File: config.mk
export PLATFORM = sky130hd
export DESIGN_NAME = axi_slave_read_channel
export DESIGN_NICKNAME = d
export VERILOG_FILES = /design/src/rtl/axi_pkg.sv /design/src/rtl/axi_rd_resp_fifo.sv /design/src/rtl/axi_slave_read_channel.sv
export SDC_FILE = /design/constraint.sdc
export NUM_CORES = 1
export LEC_CHECK = 0
export ABC_CLOCK_PERIOD_IN_PS = 5800
export BUFFER_PORTS_ARGS = -buffer_cell sky130_fd_sc_hd__buf_4
export CAP_MARGIN = 40
export CELL_PAD_IN_SITES_DETAIL_PLACEMENT = 1
export CELL_PAD_IN_SITES_GLOBAL_PLACEMENT = 1
export CORE_MARGIN = 2
export CORE_UTILIZATION = 46
export DETAILED_ROUTE_END_ITERATION = 7
export PLACE_DENSITY_LB_ADDON = 0.1
export SETUP_SLACK_MARGIN = 0.1
export SYNTH_ARGS = -nofsm -noshare
export SYNTH_HDL_FRONTEND = slang
export SYNTH_HIERARCHICAL = 1
export SYNTH_SLANG_ARGS = --single-unit
export TNS_END_PERCENT = 30
File: constraint.sdc
create_clock -name clk -period 5.8 [get_ports clk]
set_input_delay 0.29 -clock clk [delete_from_list [all_inputs] [get_ports clk]]
set_output_delay 0.29 -clock clk [all_outputs]
set_load 0.01 [all_outputs]
File: src/rtl/axi_pkg.sv
// Shared encodings for the AXI read-channel slave: burst types, response codes,
// response FIFO depth and the responder state enum.
package axi_pkg;

  localparam logic [1:0] BURST_FIXED = 2'b00;
  localparam logic [1:0] BURST_INCR  = 2'b01;
  localparam logic [1:0] BURST_WRAP  = 2'b10;

  localparam logic [1:0] OKAY   = 2'b00;
  localparam logic [1:0] SLVERR = 2'b10;

  localparam logic [2:0] SIZE_4B = 3'b010;

  localparam int unsigned RESP_FIFO_DEPTH = 3;

  typedef enum logic {
    IDLE   = 1'b0,
    ACTIVE = 1'b1
  } state_e;

endpackage

File: src/rtl/axi_rd_resp_fifo.sv
// Three-entry synchronous FIFO holding {RDATA, RRESP, RLAST} beats awaiting the
// R handshake. Head is the oldest entry; count/empty drive issue credit.
module axi_rd_resp_fifo
  import axi_pkg::*;
#(
  parameter int unsigned WIDTH = 35
) (
  input  logic             clk,
  input  logic             rst_n,
  input  logic             push,
  input  logic [WIDTH-1:0] wdata,
  input  logic             pop,
  output logic [1:0]       count,
  output logic             empty,
  output logic [WIDTH-1:0] head
);

  localparam logic [1:0] LastIdx = 2'(RESP_FIFO_DEPTH - 1);
  localparam logic [1:0] Full    = 2'(RESP_FIFO_DEPTH);

  logic [WIDTH-1:0] mem_q [RESP_FIFO_DEPTH];
  logic [1:0]       wr_ptr_q, rd_ptr_q, count_q;
  logic             do_push, do_pop;

  assign empty   = (count_q == 2'd0);
  assign count   = count_q;
  assign head    = mem_q[rd_ptr_q];
  assign do_pop  = pop && !empty;
  // Push into a full FIFO is only legal when the head leaves in the same cycle.
  assign do_push = push && ((count_q != Full) || do_pop);

  always_ff @(posedge clk) begin
    if (!rst_n) begin
      wr_ptr_q <= 2'd0;
      rd_ptr_q <= 2'd0;
      count_q  <= 2'd0;
      for (int i = 0; i < int'(RESP_FIFO_DEPTH); i++) begin
        mem_q[i] <= '0;
      end
    end else begin
      if (do_push) begin
        mem_q[wr_ptr_q] <= wdata;
        wr_ptr_q        <= (wr_ptr_q == LastIdx) ? 2'd0 : wr_ptr_q + 2'd1;
      end
      if (do_pop) begin
        rd_ptr_q <= (rd_ptr_q == LastIdx) ? 2'd0 : rd_ptr_q + 2'd1;
      end
      case ({do_push, do_pop})
        2'b10:   count_q <= count_q + 2'd1;
        2'b01:   count_q <= count_q - 2'd1;
        default: count_q <= count_q;
      endcase
    end
  end

endmodule

File: src/rtl/axi_slave_read_channel.sv
// AXI4 read-channel slave: one AR burst at a time, 1-cycle-latency local memory reads,
// R beats via a 3-entry FIFO. Define AXI_SLV_RD_RANGE_CHK_EN for SLVERR on out-of-range beats.
module axi_slave_read_channel
  import axi_pkg::*;
#(
  parameter int unsigned ADDR_WIDTH         = 32,
  parameter int unsigned READ_CHANNEL_WIDTH = 32,
  parameter int unsigned READ_BURST_LEN     = 8,
  parameter int unsigned MEM_ADDR_WIDTH     = 10
) (
  input  logic                          clk,
  input  logic                          rst_n,
  input  logic                          ARVALID,
  output logic                          ARREADY,
  input  logic [ADDR_WIDTH-1:0]         ARADDR,
  input  logic [READ_BURST_LEN-1:0]     ARLEN,
  input  logic [2:0]                    ARSIZE,
  input  logic [1:0]                    ARBURST,
  output logic                          RVALID,
  input  logic                          RREADY,
  output logic [READ_CHANNEL_WIDTH-1:0] RDATA,
  output logic                          RLAST,
  output logic [1:0]                    RRESP,
  output logic                          mem_ren,
  output logic [MEM_ADDR_WIDTH-1:0]     mem_raddr,
  input  logic [READ_CHANNEL_WIDTH-1:0] mem_rdata
);

  localparam int unsigned EntryW = READ_CHANNEL_WIDTH + 3;

  state_e                        state_q, state_d;
  logic [MEM_ADDR_WIDTH-1:0]     base_q;
  logic [READ_BURST_LEN-1:0]     len_q;
  logic [1:0]                    burst_q;
  logic [READ_BURST_LEN:0]       issued_q;
  logic                          inflight_q, inflight_last_q, inflight_err_q;

  logic                          ar_hs, issue, beat_err, beat_last, r_hs, last_hs;
  logic [READ_BURST_LEN:0]       beat_off;
  logic [1:0]                    fifo_count;
  logic                          fifo_empty;
  logic [EntryW-1:0]             fifo_wdata, fifo_head;
  logic [READ_CHANNEL_WIDTH-1:0] head_data;
  logic [1:0]                    head_resp;
  logic                          head_last;
  logic                          unused_bits;

  assign unused_bits = ^{ARSIZE ^ SIZE_4B, ARADDR};

  assign ARREADY   = rst_n && (state_q == IDLE);
  assign ar_hs     = ARVALID && ARREADY;
  assign beat_last = (issued_q == {1'b0, len_q});
  // Credit counts both queued beats and the read whose data lands next cycle.
  assign issue     = (state_q == ACTIVE) && (issued_q <= {1'b0, len_q}) &&
                     ((3'(fifo_count) + 3'(inflight_q)) < 3'(RESP_FIFO_DEPTH));

  always_comb begin
    beat_off = '0;
    case (burst_q)
      BURST_INCR, BURST_WRAP: beat_off = issued_q;
      default:                beat_off = '0;
    endcase
  end

  assign mem_raddr = base_q + MEM_ADDR_WIDTH'(beat_off);
  assign mem_ren   = issue && !beat_err;

`ifdef AXI_SLV_RD_RANGE_CHK_EN
  logic [ADDR_WIDTH-1:0] addr_q;
  logic [ADDR_WIDTH-1:0] beat_addr;

  always_ff @(posedge clk) begin
    if (!rst_n) begin
      addr_q <= '0;
    end else if (ar_hs) begin
      addr_q <= ARADDR;
    end
  end

  assign beat_addr = addr_q + (ADDR_WIDTH'(beat_off) << 2);
  assign beat_err  = issue && ((beat_addr >> (MEM_ADDR_WIDTH + 2)) != '0);
`else
  assign beat_err = 1'b0;
`endif

  assign fifo_wdata = {inflight_err_q ? '0 : mem_rdata,
                       inflight_err_q ? SLVERR : OKAY,
                       inflight_last_q};

  axi_rd_resp_fifo #(
    .WIDTH (EntryW)
  ) u_resp_fifo (
    .clk   (clk),
    .rst_n (rst_n),
    .push  (inflight_q),
    .wdata (fifo_wdata),
    .pop   (r_hs),
    .count (fifo_count),
    .empty (fifo_empty),
    .head  (fifo_head)
  );

  assign {head_data, head_resp, head_last} = fifo_head;

  assign RVALID  = !fifo_empty;
  assign RDATA   = fifo_empty ? '0 : head_data;
  assign RRESP   = fifo_empty ? OKAY : head_resp;
  assign RLAST   = !fifo_empty && head_last;
  assign r_hs    = RVALID && RREADY;
  assign last_hs = r_hs && head_last;

  always_comb begin
    state_d = state_q;
    case (state_q)
      IDLE:    if (ar_hs) state_d = ACTIVE;
      ACTIVE:  if (last_hs) state_d = IDLE;
      default: state_d = IDLE;
    endcase
  end

  always_ff @(posedge clk) begin
    if (!rst_n) begin
      state_q         <= IDLE;
      base_q          <= '0;
      len_q           <= '0;
      burst_q         <= BURST_FIXED;
      issued_q        <= '0;
      inflight_q      <= 1'b0;
      inflight_last_q <= 1'b0;
      inflight_err_q  <= 1'b0;
    end else begin
      state_q         <= state_d;
      inflight_q      <= issue;
      inflight_last_q <= issue && beat_last;
      inflight_err_q  <= beat_err;
      if (ar_hs) begin
        base_q   <= ARADDR[MEM_ADDR_WIDTH+1:2];
        len_q    <= ARLEN;
        burst_q  <= ARBURST;
        issued_q <= '0;
      end else if (last_hs) begin
        issued_q <= '0;
      end else if (issue) begin
        issued_q <= issued_q + (READ_BURST_LEN + 1)'(1);
      end
    end
  end

endmodule

### Word-level counts from Yosys, hierarchy flattened

Memories as Yosys holds them, arrays and structs flattened. A register that Yosys moved wholly into a read port is not among the register bits.
Index checks and enable logic that the tools add are counted.

* output and inout bits: 48
* RAM bits: 99
* register bits after elaboration: 38
* latch bits: 0
* word-level logic and storage cells: 65
* input bits: 81
* ROM bits: 0
* memories: 1

Memories
* u_resp_fifo.mem_q: depth 3, width 33, rd ports 1, clocked after Yosys merged registers in 1, write ports 3, line axi_rd_resp_fifo.sv:21 `logic [WIDTH-1:0] mem_q [RESP_FIFO_DEPTH];`

* add/sub/neg operators: 7
* eq/ne operators: 8
* bitwise logic cells: 2
* multipliers: 0
* shifts and indexed selects: 0
* magnitude comparators: 2
* multiplexer cells: 18
* divide/modulo/power cells: 0
* reductions and logical operators: 17

Operators with widths (count)
* two-way mux 33 bit: 1
* OR reduction 33 bit: 1
* two-way mux 32 bit: 1
* two-way mux 2 bit: 6
* adder 10 x 9 -> 10 bit: 1
* logical AND 1 bit: 10
* adder 9 x 1 -> 9 bit, second input constant: 1
* == test 9 x 8 -> 1 bit: 1
* less-or-equal comparator 9 x 8 -> 1 bit: 1
* two-way mux 9 bit: 1
* == test 2 bit, second input constant: 4
* two-way mux 1 bit: 7
* adder 2 x 1 -> 2 bit, second input constant: 3
* == test 2 x 1 -> 1 bit, second input constant: 2
* one-hot mux 2 bit (2 select lines): 1
* adder 2 x 1 -> 3 bit: 1
* < comparator 3 x 2 -> 1 bit, second input constant: 1
* OR reduction 3 bit: 1
* logical NOT 2 bit: 1
* inequality test 2 bit, second input constant: 1
* inverter 1 bit: 2
* one-hot mux 1 bit (2 select lines): 1
* nonzero test 2 bit: 1
* OR reduction 2 bit: 1
* other kinds (3): 3

### Logic depth before layout (Yosys ltp)

Gate-level depths: netlist (run 1).

* word-level depth: 11
* gate-level depth with buffers: 11
* mapped depth without buffers: 11

### Modules after synthesis

The synthesis (run 1) kept the hierarchy.

By module, submodules not included
* axi_rd_resp_fifo: area an instance 6219.7 sq um, sequential area each 4364.2 sq um, times used 1, cells an instance 344
* axi_slave_read_channel: area an instance 2118.3 sq um, sequential area each 640.6 sq um, times used 1, cells an instance 280

### Worst setup path before layout (run 1)

No wires, ideal clock.

* path kind: register to register
* from: register u_resp_fifo.count_q[1], in the netlist u_resp_fifo/count[1]
* to: memory u_resp_fifo/mem_q[0][0] (netlist bit) (enable)
* buffers on the path: 0
* library setup time: 0.480 ns
* required time: 5.320 ns
* clock period less this slack: 4.292 ns
* cell stages (with the launch flop): 6
* setup slack: 1.508 ns
* arrival: 3.812 ns
* cells stage by stage: dfxtp_1 -> nor2_1 -> nor2b_1 -> nand3b_4 -> nand2_1 -> o31ai_1

RTL lines
* start: declaration: line axi_rd_resp_fifo.sv:22 `logic [1:0] wr_ptr_q, rd_ptr_q, count_q;`
* start signal: assignment: line axi_rd_resp_fifo.sv:49 `2'b10: count_q <= count_q + 2'd1;`
* start signal: assignment: line axi_rd_resp_fifo.sv:50 `2'b01: count_q <= count_q - 2'd1;`
* start signal: assignment: line axi_rd_resp_fifo.sv:51 `default: count_q <= count_q;`
* end: declaration: line axi_rd_resp_fifo.sv:21

### Worst setup path after layout (run 1)

* from: register burst_q[0]
* to: output port mem_raddr[8]

* cells in the longest elaborated chain, start to end: 4
* elaborated cells on any way between the ends: 5
* those cells by class: add/sub: 1; eq/ne: 2; mux: 1; reduce/logical: 1

Ends and longest elaborated chain
* start: declaration: line axi_slave_read_channel.sv:34 `logic [1:0] burst_q;`
* start signal: assignment: line axi_slave_read_channel.sv:126 `burst_q <= BURST_FIXED;`
* start signal: assignment: line axi_slave_read_channel.sv:139 `burst_q <= ARBURST;`
* == test 2 x 1 -> 1 bit / == test 2 bit (equally long branches): line axi_slave_read_channel.sv:59 `case (burst_q)`
* OR reduction 2 bit *: line axi_slave_read_channel.sv:59
* two-way mux 9 bit *: line axi_slave_read_channel.sv:59
* adder 10 x 9 -> 10 bit *: line axi_slave_read_channel.sv:65 `assign mem_raddr = base_q + MEM_ADDR_WIDTH'(beat_off);`
* end: declaration: line axi_slave_read_channel.sv:25 `output logic [MEM_ADDR_WIDTH-1:0] mem_raddr,`

Every way passes the cells marked *; elsewhere a longest branch is shown, timed or not.

==> results of run 1 <==
-- placed cells by master (no fill, tap or decap), types with 2 or more instances in the layout --
cell / instances
mux4_2: 35
buf_4: 111
or4_1: 4
clkinv_1: 2
dfxtp_2: 2
xnor2_1: 6
nor2_4: 2
nor3b_1: 3
o21ai_1: 2
nand3_1: 10
nor2_1: 10
and2_1: 115
inv_2: 2
clkbuf_16: 17
dfxtp_1: 38
nand2_1: 54
nor2b_1: 42
o21ai_0: 28
conb_1: 8
a21oi_1: 11
buf_16: 2
ha_1: 20
and3_1: 2
xor2_1: 3
inv_6: 3
o21ai_4: 2
or3_1: 3
clkinv_4: 4
o21a_1: 3
edfxtp_1: 140
a31o_1: 2
o211a_1: 2
inv_1: 18
o21bai_1: 2
clkinvlp_4: 2
nand2_2: 2
o31ai_1: 2
nor3_1: 4
a21boi_0: 2
-- synthesized netlist by cell type, types with 3 or more instances --
master    instances
a21oi_1          11
and2_1          115
buf_2             7
buf_4             4
buf_6             8
clkbuf_1         12
dfxtp_1          40
edfxtp_1        140
ha_1             20
inv_1            18
mux4_2           35
nand2_1          54
nand3_1          10
nor2_1           12
nor2b_1          42
nor3_1            4
nor3b_1           3
o21a_1            3
o21ai_0          30
o31ai_1           3
or3_1             3
or4_1             4
xnor2_1           6
xor2_1            3
-- path summary, 6_finish.rpt --
kind	slack, ns	end	cells after the start
hold reg to reg	0.46	len_q[3]	2
setup / recovery	2.27	mem_raddr[8]	12
hold / removal	0.05	len_q[2]	3
setup reg to reg	2.97	u_resp_fifo/mem_q[2][11]	6
-- per-layer routing --
| layer | up-vias | GRT usage (%) | wire, µm |
|---|---|---|---|
| met5 | - | 0 | 0 |
| met4 | 0 | 6.54 | 270 |
| met3 | 24 | 3.76 | 652 |
| met2 | 108 | 36.6 | 9790 |
| met1 | 2639 | 24.7 | 8080 |
| li1 | 2456 | - | - |
-- cells by family (layout without fill, tap and decap cells) --
logic type	Yosys count	count (layout)	synth area share, %
other	1	8	0.0450
xor gates and xnor gates	9	9	0.945
AOI/OAI and AO/OA	65	65	4.85
DFF	180	180	60.0
muxes	36	36	9.57
adders and majority gates	21	21	3.24
buffers and inverters	51	166	3.30
and+or+nand+nor	261	261	18.0
-- metrics by stage --
stage	setup slack (ns)	utilization, %	power, mW	hold WS [ns]
after floorplan	1.51	-	1.66	0.389
after global placement	2.77	52.2	1.77	0.437
after detailed placement	2.72	52.6	1.80	0.451
after CTS	2.21	55.5	2.85	0.0293
after global routing	1.87	55.5	2.93	0.0321
final	2.27	55.5	2.82	0.0473
-- sequential cells by signal, summed over array words and instances, names as in the netlist, named ones only --
name	flops
len_q	8
u_resp_fifo/wr_ptr_q	2
issued_q	9
inflight_q	1
u_resp_fifo/rd_ptr_q	2
inflight_last_q	1
u_resp_fifo/mem_q	140
state_q	1
burst_q	2
u_resp_fifo/count	2
base_q	10
-- worst max-delay path, delay by kind of cell, from the launching register on --
kind	cells	cell delay [ns]
AO/OA/AOI/OAI	4	0.72
XOR/XNOR	2	0.65
adder cells (fa/ha/maj)	2	0.56
buffers and inverters	2	0.22
flip-flops	1	0.35
AND/OR/NAND/NOR	2	0.32
-- power by group --
group | switching (mW) | internal (mW)
sequential | 0.0288 | 1.45
clock | 0.501 | 0.552
combinational | 0.147 | 0.135
total | 0.677 | 2.14
-- area by class of cell --
type                            count  area (µm²)  area share, %
Sequential cell                   180        5010           50.4
Tap cell                          229         287           2.88
Inverter                           20        75.1          0.755
Multi-Input combinational cell    400        3140           31.5
Timing Repair Buffer              114         903           9.09
Clock buffer                       18         429           4.32
Clock inverter                     14         105           1.06
==> results.sh, run 1 <==
export IMPL_synth_top_cells_by_area="edfxtp_1, dfxtp_1, mux4_2, and2_1, nor2b_1"
export IMPL_synth_edff_count=140
export IMPL_path_clk_slew_ns=0.07
export IMPL_crit_chain="xor2_1, and2_1, ha_1, inv_1, fa_1, nor2b_1, o21ai_0, a21boi_0, o21ai_0, a21oi_1, xor2_1, buf_4"
export IMPL_synthDistinctLibCells=53
export IMPL_crit_start="burst_q[0]"
export IMPL_critPathLaunchType="flip-flop"
export IMPL_fin_area_um2=9940
export IMPL_dp_hpwl_um=12100
export IMPL_post_cts_resized=0
export IMPL_ys_seq_area_share_pct=60.0
export IMPL_netlist_area_um2=8340
export IMPL_postCtsSetupBuffers=0
export IMPL_dpl_cell_count=943
export IMPL_synth_largest_area_cell="edfxtp_1"
export IMPL_antenna_left=0
export IMPL_grt_overflow_total=0
export IMPL_cpPeakStageDelay_ns=0.40
export IMPL_ctsHoldBuffers=0
export IMPL_ys_warn_count=6
export IMPL_tightest_slew_ns=0.736
export IMPL_ys_ff_latch=180
export IMPL_cp_required_ns=5.51
export IMPL_end_kind="output port"
export IMPL_antenna_found_initial=0
export IMPL_postSynthAreaPerCell_um2=13.4
export IMPL_min_delay_start="ARLEN[2]"
export IMPL_ioPinCount=129
export IMPL_fmax_mhz=283
export IMPL_drive_gt1_share_pct=26.4
export IMPL_setup_violations=0
export IMPL_dieHeight_um=139
export IMPL_hold_viol_final=0
export IMPL_synthCells=624
export IMPL_drc=0
export IMPL_diodes=0
export IMPL_power_density_nw_per_um2=283
export IMPL_fin_cells=975
export IMPL_post_drt_wl_per_cell_um=19.3
export IMPL_io_buffers=103
export IMPL_cts_tree="built"
export IMPL_area_growth_pct=19.2
export IMPL_async_flop_share_pct=0
export IMPL_start_util_pct=46.6
export IMPL_grt_pass1_vias=5646
export IMPL_drt_iter0_drc=310
export IMPL_place_congestion=0.749
export IMPL_core_area_um2=17900
export IMPL_crit_path_top_delay_cell="xor2_1"
export IMPL_reg2reg_from="u_resp_fifo/count[1]"
export IMPL_drv_slew=0
export IMPL_final_nets=835
export IMPL_rsz0062_at_grt="false"
export IMPL_cts_sinks=180
export IMPL_clk_latency_ns=0.43
export IMPL_cp_max_fo=9
export IMPL_hp_class="in2reg"
export IMPL_std_cell_rows=49
export IMPL_fin_tns_setup_ns=0
export IMPL_leakage_nw=3.81
export IMPL_relSlewSlack_pct=51.0
export IMPL_numCtsBuffers=17
export IMPL_die_area_um2=19200
export IMPL_crit_type="reg2out"
export IMPL_cts_root_buf="clkbuf_16"
export IMPL_cap_violations=0
export IMPL_arrival_ns=3.24
export IMPL_synth_top_area_share_pct=50.4
export IMPL_clock_path_buffers=2
export IMPL_grt_max_degree=39
export IMPL_period_minus_slack_ns=3.53
export IMPL_die_w_um=139
export IMPL_finalCritPeriodShare_pct=60.9
export IMPL_ys_flop_type="edfxtp_1"
export IMPL_viasPerCell=5.36
export IMPL_placed_area_um2=9410
export IMPL_status="finished, final reports clean"
export IMPL_wirelength_um=18800
export IMPL_grt_use_total_pct=20.3
export IMPL_first_pass_iters=4
export IMPL_finalClockSkew_ns=0.00986
export IMPL_fill_cells=1839
export IMPL_vias=5227
export IMPL_ir_worst_vdd_v=0.000184
export IMPL_htreeDepth=4
export IMPL_grt_pass1_wl_um=29900
Note: power is estimated with default switching activity, not from simulation.
==> run 2: changes to the inputs <==
- ABC_AREA: unset -> 1
- ABC_CLOCK_PERIOD_IN_PS: 5800 -> 2850
- CORE_UTILIZATION: 46 -> 40
- clock period: 5.8 -> 2.85 ns (I/O delays scaled with it)
==> run 2 against run 1 <==
- flip-flop and latch count unchanged
- register-to-register slack got worse by 2.4 ns
- utilization decreased by 4.4 points
- global-route usage decreased by 0.34 points
- area after synthesis increased by 1.6%
- wire length increased by 14%
- cell area increased by 7.5%
- worst hold slack got worse by 0.011 ns
- worst setup slack got worse by 2.0 ns
==> results.sh, run 2 <==
export IMPL_rsz0062_at_grt="false"
export IMPL_viasPerCell=4.91
export IMPL_crit_chain="xnor2_1, buf_4, nor2_1, ha_1, inv_1, fa_1, inv_1, nand3_1, nand2_1, nand3_1, nand3_1, nand2_1, buf_4"
export IMPL_fill_cells=2370
export IMPL_ys_seq_area_share_pct=59.1
export IMPL_top_regs="u_resp_fifo/mem_q: 140 flops, base_q: 10 flops, issued_q: 9 flops"
export IMPL_multiInputGateArea_um2=2840
export IMPL_seq_area_um2=5010
export IMPL_final_common_cell="nor2_1"
export IMPL_grt_overflow_total=0
export IMPL_diodes=0
export IMPL_hold_viol_final=0
export IMPL_numCtsBuffers=17
export IMPL_postCtsSetupBuffers=0
export IMPL_path_clk_slew_ns=0.07
export IMPL_ys_flop_type="edfxtp_1"
export IMPL_antenna_left=0
export IMPL_synthTopCellsByCount="nor2_1, edfxtp_1, inv_1"
export IMPL_cts_sinks=180
export IMPL_synth_top_area_share_pct=49.6
export IMPL_fin_tns_setup_ns=0
export IMPL_first_pass_iters=4
export IMPL_synth_largest_area_cell="edfxtp_1"
export IMPL_area_growth_pct=26.1
export IMPL_power_density_nw_per_um2=556
export IMPL_reg2reg_depth=11
export IMPL_final_nets=1143
export IMPL_synthCells=885
export IMPL_hp_class="in2reg"
export IMPL_drc=0
export IMPL_ys_warn_count=6
export IMPL_arrival_ns=2.42
export IMPL_status="finished, final reports clean"
export IMPL_end_kind="output port"
export IMPL_ir_worst_vdd_v=0.000372
export IMPL_vias=6523
export IMPL_cp_required_ns=2.71
export IMPL_cts_tree="built"
export IMPL_synth_edff_count=140
export IMPL_synth_top_cells_by_area="edfxtp_1, dfxtp_1, nor2_1, o21ai_0, inv_1"
export IMPL_top_register="u_resp_fifo/mem_q"
export IMPL_cpMostUsedCell="nand3_1"
export IMPL_die_w_um=150
export IMPL_crit_path_top_delay_cell="fa_1"
export IMPL_dp_hpwl_um=13200
export IMPL_final_cell_mix="nor2_1, edfxtp_1, buf_4"
export IMPL_io_buffers=103
export IMPL_place_congestion=0.761
export IMPL_finalCritPeriodShare_pct=89.7
export IMPL_antenna_found_initial=0
export IMPL_ys_ff_latch=180
export IMPL_postSynthAreaPerCell_um2=9.57
export IMPL_grt_pass1_wl_um=34400
export IMPL_largest_reg_flops=140
export IMPL_clock_path_buffers=2
export IMPL_fmax_mhz=391
export IMPL_r2r_slack_ns=0.54
export IMPL_grt_use_total_pct=19.9
export IMPL_period_minus_slack_ns=2.56
export IMPL_critPathLaunchType="flip-flop"
export IMPL_tightest_slew_ns=0.661
export IMPL_setup_violations=0
export IMPL_relSlewSlack_pct=56.0
export IMPL_synth_most_common_cell="nor2_1"
export IMPL_synthDistinctLibCells=36
export IMPL_core_area_um2=20900
export IMPL_die_area_um2=22400
export IMPL_cts_root_buf="clkbuf_16"
export IMPL_netlist_area_um2=8470
export IMPL_leakage_nw=4.53
export IMPL_start_util_pct=40.6
export IMPL_drt_iter0_drc=292
export IMPL_finalClockSkew_ns=0.0138
export IMPL_dieHeight_um=150
export IMPL_async_flop_share_pct=0
export IMPL_cp_max_fo=9
export IMPL_hold_path_depth=4
export IMPL_clk_latency_ns=0.43
export IMPL_cap_violations=0
export IMPL_wirelength_um=21500
export IMPL_drv_slew=0
export IMPL_ioPinCount=129
export IMPL_drive_gt1_share_pct=19.4
export IMPL_std_cell_rows=53
export IMPL_final_core_util_pct=51.1
export IMPL_grt_max_degree=63
export IMPL_crit_type="reg2out"
export IMPL_grt_pass1_vias=6666
export IMPL_post_drt_wl_per_cell_um=16.2
export IMPL_htreeDepth=4
export IMPL_cpPeakStageDelay_ns=0.39
==> run 2: cell count changes in the layout (fill, tap and decap cells not counted), moves of 31 or more <==
cell,previous run,this run
dlygate4sd3_1,0,52
and2_1,115,0
nor2b_1,42,0
nor2_1,10,212
o22ai_1,0,35
inv_1,18,111
mux4_2,35,0
o21ai_0,28,84
nor2_2,0,31
==> run 2: worst max-delay path: cells and delay by family (launching register included) <==
family / cells / cell delay [ns]
buffers and inverters: 4 / 0.43
flip-flops: 1 / 0.32
adder cells (fa/ha/maj): 2 / 0.58
XOR/XNOR: 1 / 0.12
AND/OR/NAND/NOR: 6 / 0.53
==> run 2: area by class of cell <==
cell class | instances | share of cell area (%)
clock buffer | 17 | 3.98
clock inverter | 15 | 1.36
inverter | 116 | 4.10
multi-input combinational | 552 | 26.6
sequential | 180 | 46.9
tap | 275 | 3.22
timing repair buffer | 174 | 13.9
==> run 2: report_power, final <==
part | switching [mW] | leakage (nW) | internal [mW]
clock | 1.10 | 0.282 | 1.16
combinational | 0.414 | 2.52 | 0.293
sequential | 0.0462 | 1.73 | 2.93
==> run 2: cell families after synthesis <==
kind of cell	Yosys count	share of synthesized area, %
adders and majority gates	21	3.19
other	1	0.0443
buffers and inverters	156	7.81
and+or+nand+nor	360	18.5
xor gates and xnor gates	15	1.55
DFF	180	59.1
AOI/OAI and AO/OA	152	9.85
==> run 2: worst paths after layout <==
check | to | startpoint
max | mem_raddr[8] | burst_q[0]
min | state_q | RREADY
max reg2reg | u_resp_fifo/mem_q[1][27] | u_resp_fifo/count[0]
min reg2reg | u_resp_fifo/mem_q[3][0] | inflight_last_q
==> run 2: metal layers <==
layer / wire, µm / vias to the layer above / global-route usage (%)
met3: 445 / 14 / 2.99
met4: 181 / 0 / 4.95
li1: - / 3241 / -
met1: 9600 / 3181 / 24.8
met5: 0 / - / 0
met2: 11300 / 87 / 36.2
==> run 2: through the flow <==
| stage | instance area, µm² | hold slack (ns) | cells | setup slack, ns | total power [mW] |
|---|---|---|---|---|---|
| global placement | 9590 | 0.330 | 1245 | 0.606 | 3.68 |
| finish | 10700 | 0.0367 | 1329 | 0.292 | 5.94 |
| CTS | 10700 | 0.0279 | 1329 | 0.241 | 6.00 |
| detailed placement | 9590 | 0.332 | 1245 | 0.545 | 3.70 |
| global route | 10700 | 0.0420 | 1329 | 0.109 | 6.20 |
| floorplan | 8500 | 0.241 | 888 | 0.0844 | 3.41 |
==> run 2: what timing repair did <==
action | 4_1_cts | 5_1_grt
gates resized for setup | 0 | 0
endpoints found under the setup margin | 0 | 0
endpoints found under the hold margin | 52 | 0
hold buffers | 52 | 0
==> run 3: changes to the inputs <==
==> constraint.sdc (replaced) <==
create_clock -name clk -period 2.85 [get_ports clk]
set_input_delay 0.1425 -clock clk [delete_from_list [all_inputs] [get_ports clk]]
set_output_delay 0.1425 -clock clk [all_outputs]
set_load 0.005 [all_outputs]
==> run 3 against run 2 <==
- wire length shrank 1.0%
- via count grew 0.38%
- critical endpoint unchanged
- critical path depth grew 1
==> results.sh, run 3 (same netlist as run 2, synthesis figures left out) <==
export IMPL_grt_pass1_vias=6631
export IMPL_diodes=0
export IMPL_period_minus_slack_ns=2.53
export IMPL_ioPinCount=129
export IMPL_postCtsSetupBuffers=0
export IMPL_drt_iter0_drc=224
export IMPL_setup_violations=0
export IMPL_wirelength_um=21300
export IMPL_p_int_mw=4.53
export IMPL_seq_area_um2=5010
export IMPL_dp_hpwl_um=13000
export IMPL_crit_path_top_delay_cell="fa_1"
export IMPL_place_congestion=0.751
export IMPL_post_drt_wl_per_cell_um=16.0
export IMPL_swShare_pct=24.6
export IMPL_multiInputGateArea_um2=2840
export IMPL_core_area_um2=20900
export IMPL_top_regs="u_resp_fifo/mem_q: 140 flops, base_q: 10 flops, issued_q: 9 flops"
export IMPL_status="finished, final reports clean"
export IMPL_clk_latency_ns=0.43
export IMPL_fin_cells=1327
export IMPL_top_register="u_resp_fifo/mem_q"
export IMPL_clock_path_buffers=2
export IMPL_dpl_worst_slack_ns=0.533
export IMPL_dpl_cell_count=1243
export IMPL_crit_type="reg2out"
export IMPL_first_pass_iters=4
export IMPL_fmax_mhz=395
export IMPL_vias=6548
export IMPL_path_clk_slew_ns=0.07
export IMPL_end_kind="output port"
export IMPL_die_area_um2=22400
export IMPL_p_seq_share_pct=49.6
export IMPL_crit_chain="xnor2_1, buf_4, nor2_1, ha_2, inv_1, fa_1, inv_1, nand3_1, nand2_2, nand3_1, nand2_1, nand2_1, nand2_1, buf_4"
export IMPL_dieHeight_um=150
export IMPL_fin_tns_setup_ns=0
export IMPL_std_cell_rows=53
export IMPL_cp_max_fo=9
export IMPL_tightest_slew_ns=0.659
export IMPL_grt_pass1_wl_um=34400
export IMPL_grt_use_total_pct=19.9
export IMPL_final_core_util_pct=51.2
export IMPL_largest_reg_flops=140
export IMPL_grt_max_degree=63
export IMPL_htreeDepth=4
export IMPL_cts_sinks=180
export IMPL_postLayoutSetupSlackWorst_ns=0.317
export IMPL_power_switching_mw=1.48
export IMPL_final_cell_mix="nor2_1, edfxtp_1, buf_4"
export IMPL_reg2reg_depth=11
export IMPL_viasPerCell=4.93
export IMPL_grt_overflow_total=0
export IMPL_hp_class="in2reg"
export IMPL_hold_path_depth=4
export IMPL_drv_slew=0
export IMPL_final_common_cell="nor2_1"
export IMPL_cts_root_buf="clkbuf_16"
export IMPL_arrival_ns=2.39
export IMPL_clkPwrFrac_pct=39.0
export IMPL_p_total_mw=6.01
export IMPL_io_buffers=103
export IMPL_cap_violations=0
export IMPL_finalClockSkew_ns=0.00938
export IMPL_numCtsBuffers=17
export IMPL_hold_viol_final=0
export IMPL_die_w_um=150
export IMPL_ir_worst_vdd_v=0.000411
export IMPL_p_comb_share_pct=11.4
export IMPL_drive_gt1_share_pct=19.4
export IMPL_leakage_nw=4.51
export IMPL_cts_tree="built"
export IMPL_finalCritPeriodShare_pct=88.9
export IMPL_final_nets=1141
export IMPL_area_growth_pct=26.2
export IMPL_power_density_nw_per_um2=562
export IMPL_relSlewSlack_pct=56.1
export IMPL_cp_required_ns=2.71
export IMPL_fill_cells=2394
export IMPL_rsz0062_at_grt="false"
export IMPL_antenna_found_initial=0
export IMPL_start_util_pct=40.6
export IMPL_cpPeakStageDelay_ns=0.39
export IMPL_antenna_left=0
export IMPL_cpMostUsedCell="nand2_1"
export IMPL_drc=0
export IMPL_critPathLaunchType="flip-flop"
run 3: cell types whose count changed in the layout (fill, tap and decap cells not counted), sizes merged:
cell / change
clkbuf: +2
inv: -4
clkinvlp: +2
buf: -2
clkinv: -2
bufinv: +2
run 3: what timing repair did:
action,CTS,global route
endpoints found under the hold margin,52,0
gates resized for setup,0,2
endpoints found under the setup margin,0,1
hold buffers,52,0
run 3: layout make-up:
type                            instances  area share [%]
Sequential cell                       180            46.8
Multi-Input combinational cell        552            26.6
Timing Repair Buffer                  172            13.8
Inverter                              116            4.10
Clock buffer                           19            4.05
Tap cell                              275            3.22
Clock inverter                         13            1.42
run 3: critical path, delay by kind of cell, from the launching register on:
family	cells	cell delay, ns
xor+xnor	1	0.12
buf+inv	4	0.39
flops	1	0.32
fa+ha+maj	2	0.58
simple gates	7	0.54
run 3: power groups by stage:
stage	Combinational, mW	Sequential [mW]	Clock, mW
floorplan	0.367	3.03	0
global placement	0.624	3.04	0
detailed placement	0.633	3.04	0
CTS	0.694	2.98	2.40
global route	0.772	2.99	2.50
finish	0.682	2.98	2.35
run 3: metrics by stage:
| stage | cell area [µm²] | hold slack, ns |
|---|---|---|
| 2_1_floorplan | 8500 | 0.241 |
| 3_3_place_gp | 9580 | 0.331 |
| 3_5_place_dp | 9580 | 0.332 |
| 4_1_cts | 10700 | 0.0429 |
| 5_1_grt | 10700 | 0.0604 |
| 6_report | 10700 | 0.0423 |
run 3: per-layer routing:
layer	wire length, µm	vias up	global-route usage [%]
met3	584	16	3.32
met5	0	-	0
li1	-	3226	-
met2	11100	102	36.4
met1	9260	3204	24.2
met4	280	0	5.24
run 3: worst paths after layout:
check | startpoint | to | slack, ns
hold / removal | RREADY | state_q | 0.04
setup reg to reg | u_resp_fifo/count[0] | u_resp_fifo/mem_q[2][30] | 0.52
setup / recovery | burst_q[0] | mem_raddr[8] | 0.32
hold reg to reg | inflight_last_q | u_resp_fifo/mem_q[3][0] | 0.43
